<file path="src/rtl/trena_pkg.sv">
// Shared trena definitions: rx FSM state codes, 7E1 frame constants and default bit timing.
// Pure declarations; no latency or flow control involved.
package trena_pkg;

   typedef enum logic [3:0] {
      INICIAL  = 4'd0,
      START    = 4'd1,
      DADOS    = 4'd2,
      PARIDADE = 4'd3,
      STOP     = 4'd4,
      ENTREGA  = 4'd5
   } rx_estado_t;

   localparam int RX_DATA_BITS        = 7;
   localparam int RX_FRAME_BITS       = 10;
   localparam int RX_CLKS_PER_BIT_DEF = 5208;

endpackage

</file>
<file path="src/rtl/contador_m.sv">
// Modulo-M free-running counter; fim flags the last count (M-1), meio flags count M/2-1.
// Zero latency on flags; zera has priority over conta, no backpressure.
module contador_m #(
   parameter int M = 8
) (
   input  logic core_clk,
   input  logic arst_n,
   input  logic zera,
   input  logic conta,
   output logic fim,
   output logic meio
);

   localparam int N = $clog2(M);
   localparam logic [N-1:0] ULTIMO = N'(M - 1);
   localparam logic [N-1:0] METADE = N'(M / 2 - 1);

   logic [N-1:0] q;

   always_ff @(posedge core_clk or negedge arst_n) begin
      if (!arst_n) begin
         q <= '0;
      end else if (zera) begin
         q <= '0;
      end else if (conta) begin
         q <= (q == ULTIMO) ? '0 : q + 1'b1;
      end
   end

   assign fim  = (q == ULTIMO);
   assign meio = (q == METADE);

endmodule

</file>
<file path="src/rtl/rx_serial_7e1.sv">
// 7E1 async serial receiver: pronto 2 + C/2 + 9C + 1 cycles after the start edge; sticky tem_dado, no backpressure.
// Parity is enforced only when RX_PARITY_CHECK_EN is defined; otherwise validity is stop bit only.
module rx_serial_7e1
   import trena_pkg::*;
#(
   parameter int CLKS_PER_BIT = RX_CLKS_PER_BIT_DEF
) (
   input  logic                    core_clk,
   input  logic                    arst_n,
   input  logic                    dado_serial,
   input  logic                    limpa,
   output logic [RX_DATA_BITS-1:0] dados_ascii,
   output logic                    tem_dado,
   output logic                    pronto,
   output logic                    erro_paridade,
   output logic                    erro_frame,
   output logic [3:0]              db_estado
);

   localparam int NB_W = $clog2(RX_DATA_BITS);
   localparam logic [NB_W-1:0] ULTIMO_BIT = NB_W'(RX_DATA_BITS - 1);

   rx_estado_t              estado;
   logic                    sync1;
   logic                    rx;
   logic [NB_W-1:0]         n_bits;
   logic [RX_DATA_BITS-1:0] shift;
   logic                    bit_stop;
   logic                    fim;
   logic                    meio;
   logic                    zera;
   logic                    conta;
   logic                    par_erro;
   logic                    quadro_ok;

   always_ff @(posedge core_clk or negedge arst_n) begin
      if (!arst_n) begin
         sync1 <= 1'b1;
         rx    <= 1'b1;
      end else begin
         sync1 <= dado_serial;
         rx    <= sync1;
      end
   end

   // Bit-period timer restarts at the start edge and again at the start recheck,
   // so every later sample lands one full period after the previous one.
   assign zera  = (estado == INICIAL) || ((estado == START) && meio);
   assign conta = (estado != INICIAL);

   contador_m #(
      .M (CLKS_PER_BIT)
   ) u_tempo (
      .core_clk (core_clk),
      .arst_n   (arst_n),
      .zera     (zera),
      .conta    (conta),
      .fim      (fim),
      .meio     (meio)
   );

`ifdef RX_PARITY_CHECK_EN
   logic bit_par;

   always_ff @(posedge core_clk or negedge arst_n) begin
      if (!arst_n) begin
         bit_par <= 1'b0;
      end else if ((estado == PARIDADE) && fim) begin
         bit_par <= rx;
      end
   end

   assign par_erro = ^{shift, bit_par};
`else
   assign par_erro = 1'b0;
`endif

   assign quadro_ok = bit_stop & ~par_erro;

   always_ff @(posedge core_clk or negedge arst_n) begin
      if (!arst_n) begin
         estado        <= INICIAL;
         n_bits        <= '0;
         shift         <= '0;
         bit_stop      <= 1'b0;
         dados_ascii   <= '0;
         tem_dado      <= 1'b0;
         pronto        <= 1'b0;
         erro_paridade <= 1'b0;
         erro_frame    <= 1'b0;
      end else begin
         pronto <= 1'b0;
         if (limpa) begin
            tem_dado <= 1'b0;
         end
         case (estado)
            INICIAL: begin
               if (!rx) begin
                  estado <= START;
               end
            end
            START: begin
               if (meio) begin
                  estado <= rx ? INICIAL : DADOS;
                  n_bits <= '0;
               end
            end
            DADOS: begin
               if (fim) begin
                  shift <= {rx, shift[RX_DATA_BITS-1:1]};
                  if (n_bits == ULTIMO_BIT) begin
                     estado <= PARIDADE;
                  end else begin
                     n_bits <= n_bits + 1'b1;
                  end
               end
            end
            PARIDADE: begin
               if (fim) begin
                  estado <= STOP;
               end
            end
            STOP: begin
               if (fim) begin
                  bit_stop <= rx;
                  estado   <= ENTREGA;
               end
            end
            ENTREGA: begin
               // A valid delivery overrides a simultaneous limpa.
               pronto        <= 1'b1;
               erro_paridade <= par_erro;
               erro_frame    <= ~bit_stop;
               if (quadro_ok) begin
                  dados_ascii <= shift;
                  tem_dado    <= 1'b1;
               end
               estado <= INICIAL;
            end
            default: estado <= INICIAL;
         endcase
      end
   end

   assign db_estado = estado;

endmodule
</file>
<file path="config.mk">
export PLATFORM = sky130hd
export DESIGN_NAME = rx_serial_7e1
export DESIGN_NICKNAME = d
export VERILOG_FILES = /design/src/rtl/trena_pkg.sv /design/src/rtl/contador_m.sv /design/src/rtl/rx_serial_7e1.sv
export SDC_FILE = /design/constraint.sdc
export NUM_CORES = 1
export LEC_CHECK = 0
export CAP_MARGIN = 0
export CELL_PAD_IN_SITES_DETAIL_PLACEMENT = 0
export CELL_PAD_IN_SITES_GLOBAL_PLACEMENT = 1
export CORE_ASPECT_RATIO = 1.75
export CORE_MARGIN = 2
export CORE_UTILIZATION = 45
export DETAILED_ROUTE_END_ITERATION = 6
export PLACE_DENSITY = 0.89
export SLEW_MARGIN = 20
export SYNTH_ARGS = -nofsm -noshare
export SYNTH_HDL_FRONTEND = slang
export SYNTH_HIERARCHICAL = 1
export SYNTH_SLANG_ARGS = --single-unit
</file>
<file path="constraint.sdc">
create_clock -name core_clk -period 3 [get_ports core_clk]
set_input_delay 0.9 -clock core_clk [delete_from_list [all_inputs] [get_ports core_clk]]
set_output_delay 0.9 -clock core_clk [all_outputs]
set_load 0.005 [all_outputs]
</file>
==> reports/results.ini, run 1 <==
[critical_path]
r2r_end=u_tempo/q[6]
r2r_start=u_tempo/q[4]
path_cells=or4b_1, nor4_1, and2_1, inv_1, a211oi_1, nor2_1, and4bb_2, xnor2_1, nor2_1
cpMostUsedCell=nor2_1
critPathCaptureType=flop
cp.required_ps=3160
start_kind=flop
rr_worst_depth=9
path_max_fanout=7
crit_slowest_cell=or4b_1
crit_arrival_ps=2890
max_stage_delay_ps=520
worstSetupPathType=flop to flop
regToRegSetupSlack_ps=270

[die]
core_sq_um=4150
io-pin-count=19
rows=31
dieArea_sq_um=4910
die_h_um=91.2
die_w_um=53.8
start_util_pct=47.1

[power]
power_density_nw_per_um2=397
p_leak_nw=0.980
irDropWorstVdd_mv=0.338
finalPower_mw=0.877

[clock_tree]
cts_sinks=39
cts_resized=0
cts-buffers-inserted=5
cts_root_buf=clkbuf_8
htree_levels=2
holdBufCountCts=0
clkSlewWorstSetupHoldPaths_ps=70
clock_path_buffers=2
cts_tree=yes
clock_latency_ps=290
cts_setup_buffers=0

[drt]
drc_errors=0
drt_first_pass_iters=4
viasPerCell=5.78
wl_per_cell_um=15.6
vias=1353
routed_wl_um=3650
ant_nets=0
drt_iter0_markers=63

[yosys]
netlist_area_sq_um=1960
synth_edf_count=0
synth_cell_type_count=51
syn-instance-count=168
yosys_warnings=6
ys_seq_elements=39
yosys_most_used_dff=dfrtp_1
syn_area_per_cell_sq_um=11.6
ys_seq_area_share_pct=50.0
async_reset_ff_share_pct=100

[min_path]
worstHoldStart=sync1
hold_path_end=rx
min_path_type=flop to flop
holdPathStages=0

[place]
dp_slack_ps=322
globalplace.congestion=0.881
dp_hpwl_um=2700
port_buffers=16

[timing]
setup_tns_ps=0
period_needed_ps=2730
rsz0062_at_grt=false
hold_violations=0
timing.hold.ws_ps=360
slew_viol_final=0
timing.final.crit_share_pct=90.9
tightest_slew_ps=848
fmax_ghz=0.367
setup_violations=0
finalWorstSetupSlack_ps=273
slew_headroom_pct=43.5
finClkSkew_ps=7.17

[status]
outcome=finished, final reports clean

[global_routing]
grt_pass1_vias=1395
grtUsageTotal_pct=16.6
grt_start_max_net_pins=40
antenna_found_initial=0
grt_overflow=0
grt_first_pass_wirelength_um=6060

[cells_and_area]
area_delta_synth_final_pct=12.9
n_antenna_cell=0
nNetsFinal=191
final_core_utilization_pct=53.2
fillers=365
drive_above_1_share_pct=20.0
multiInputGateArea_sq_um=913
layout.area.seq_sq_um=978

[flow_run]
maxCapViolCount=0

metal layers:
| metal | GRT usage (%) | vias up | part of all wire (%) | wire length (um) |
|---|---|---|---|---|
| li1 | - | 622 | - | - |
| met4 | 8.97 | 0 | 3.3 | 119 |
| met1 | 17.4 | 677 | 37 | 1370 |
| met3 | 3.95 | 13 | 4.4 | 162 |
| met2 | 28.7 | 41 | 55 | 2010 |
| met5 | 0 | - | 0 | 0 |
logic make-up after synthesis:
kind of cell / count (synthesis) / synth area share (%)
other: 1 / 0.192
adders and majority gates: 3 / 1.92
buffers and inverters: 12 / 3.77
DFF: 39 / 50.0
and+or+nand+nor: 69 / 21.6
muxes: 19 / 12.7
xor gates and xnor gates: 7 / 3.14
AOI/OAI and AO/OA: 18 / 6.65
through the flow:
stage | cells | area, sq um
2_1_floorplan | 169 | 1960
3_3_place_gp | 226 | 2130
3_5_place_dp | 226 | 2130
4_1_cts | 234 | 2210
5_1_grt | 234 | 2210
6_report | 234 | 2210
cell usage after synthesis (2+ instances only):
cell | instances | area share [%]
buf_2 | 2 | 0.51
nand2_4 | 2 | 1.2
mux2_4 | 7 | 5.4
o21ai_0 | 3 | 0.77
nand3_1 | 5 | 1.3
dfrtp_1 | 37 | 47
or3_1 | 3 | 0.96
nand4bb_1 | 4 | 2.3
nand4_1 | 4 | 1.3
a32oi_1 | 3 | 1.3
mux2_2 | 9 | 5.2
nand2b_1 | 3 | 0.96
nand2_1 | 17 | 3.3
xor2_1 | 6 | 2.7
nor2b_1 | 2 | 0.64
inv_1 | 3 | 0.58
o211ai_1 | 2 | 0.77
nor4bb_1 | 2 | 1.0
ha_1 | 3 | 1.9
o22ai_1 | 2 | 0.64
o21ai_1 | 2 | 0.51
dfstp_2 | 2 | 2.7
mux2i_1 | 2 | 1.0
buf_4 | 5 | 1.9
nor2_1 | 12 | 2.3
critical path, delay by kind of cell, from the launching register on:
kind	cells	cell delay (ps)
AO/OA/AOI/OAI	1	460
XOR/XNOR	1	120
buffers and inverters	1	60
flip-flops	1	440
AND/OR/NAND/NOR	6	1540
placed cells by master, fill, tap and decap left out, types with 2 or more instances in the layout:
cell type        instances
dfrtp_1                 37
nand2_1                 17
clkdlybuf4s50_1         15
nor2_1                  12
mux2_2                   9
mux2_4                   7
xor2_1                   6
nand3_1                  5
clkbuf_8                 5
nand4bb_1                4
nand4_1                  4
inv_1                    3
or3_1                    3
o21ai_0                  3
a32oi_1                  3
nand2b_1                 3
ha_1                     3
nand2_4                  2
o22ai_1                  2
nor2b_1                  2
mux2i_1                  2
conb_1                   2
clkbuf_1                 2
dfstp_2                  2
o21ai_1                  2
o211ai_1                 2
registers in the layout, summed over array words and instances (netlist names):
name,flops
n_bits,3
erro_frame,1
tem_dado,1
rx,1
dados_ascii,7
pronto,1
shift,7
bit_stop,1
db_estado,3
sync1,1
u_tempo/q,13
final cells by class:
| cell class | count | share of cell area (%) |
|---|---|---|
| clock buffers | 7 | 3.46 |
| clock inverters | 1 | 0.227 |
| inverters | 3 | 0.510 |
| multi-input cells | 118 | 41.4 |
| flip-flops and latches | 39 | 44.3 |
| well taps | 49 | 2.78 |
| repair buffers | 17 | 7.37 |
where the power goes:
| group | switching [mW] | internal [mW] |
|---|---|---|
| sequential | 0.000996 | 0.528 |
| combinational | 0.0107 | 0.00303 |
| clock | 0.172 | 0.163 |
| total | 0.183 | 0.694 |
worst max path at each step:
stage / start / slack (ps) / to / cells after the start
finish: u_tempo/q[4] / 270 / u_tempo/q[6] / 9
global route: u_tempo/q[4] / 70 / u_tempo/q[6] / 9
CTS: u_tempo/q[4] / 300 / u_tempo/q[6] / 9
detailed placement: u_tempo/q[4] / 320 / u_tempo/q[6] / 9
global placement: u_tempo/q[4] / 410 / u_tempo/q[6] / 9
floorplan: u_tempo/q[4] / 580 / u_tempo/q[8] / 10
Power figures use the tool's default switching activity.
==> run 2: changes to the inputs <==
- TNS_END_PERCENT: unset -> 20
==> results of run 2 <==
The final DEF is identical to that of run 1; final timing and power are the same.
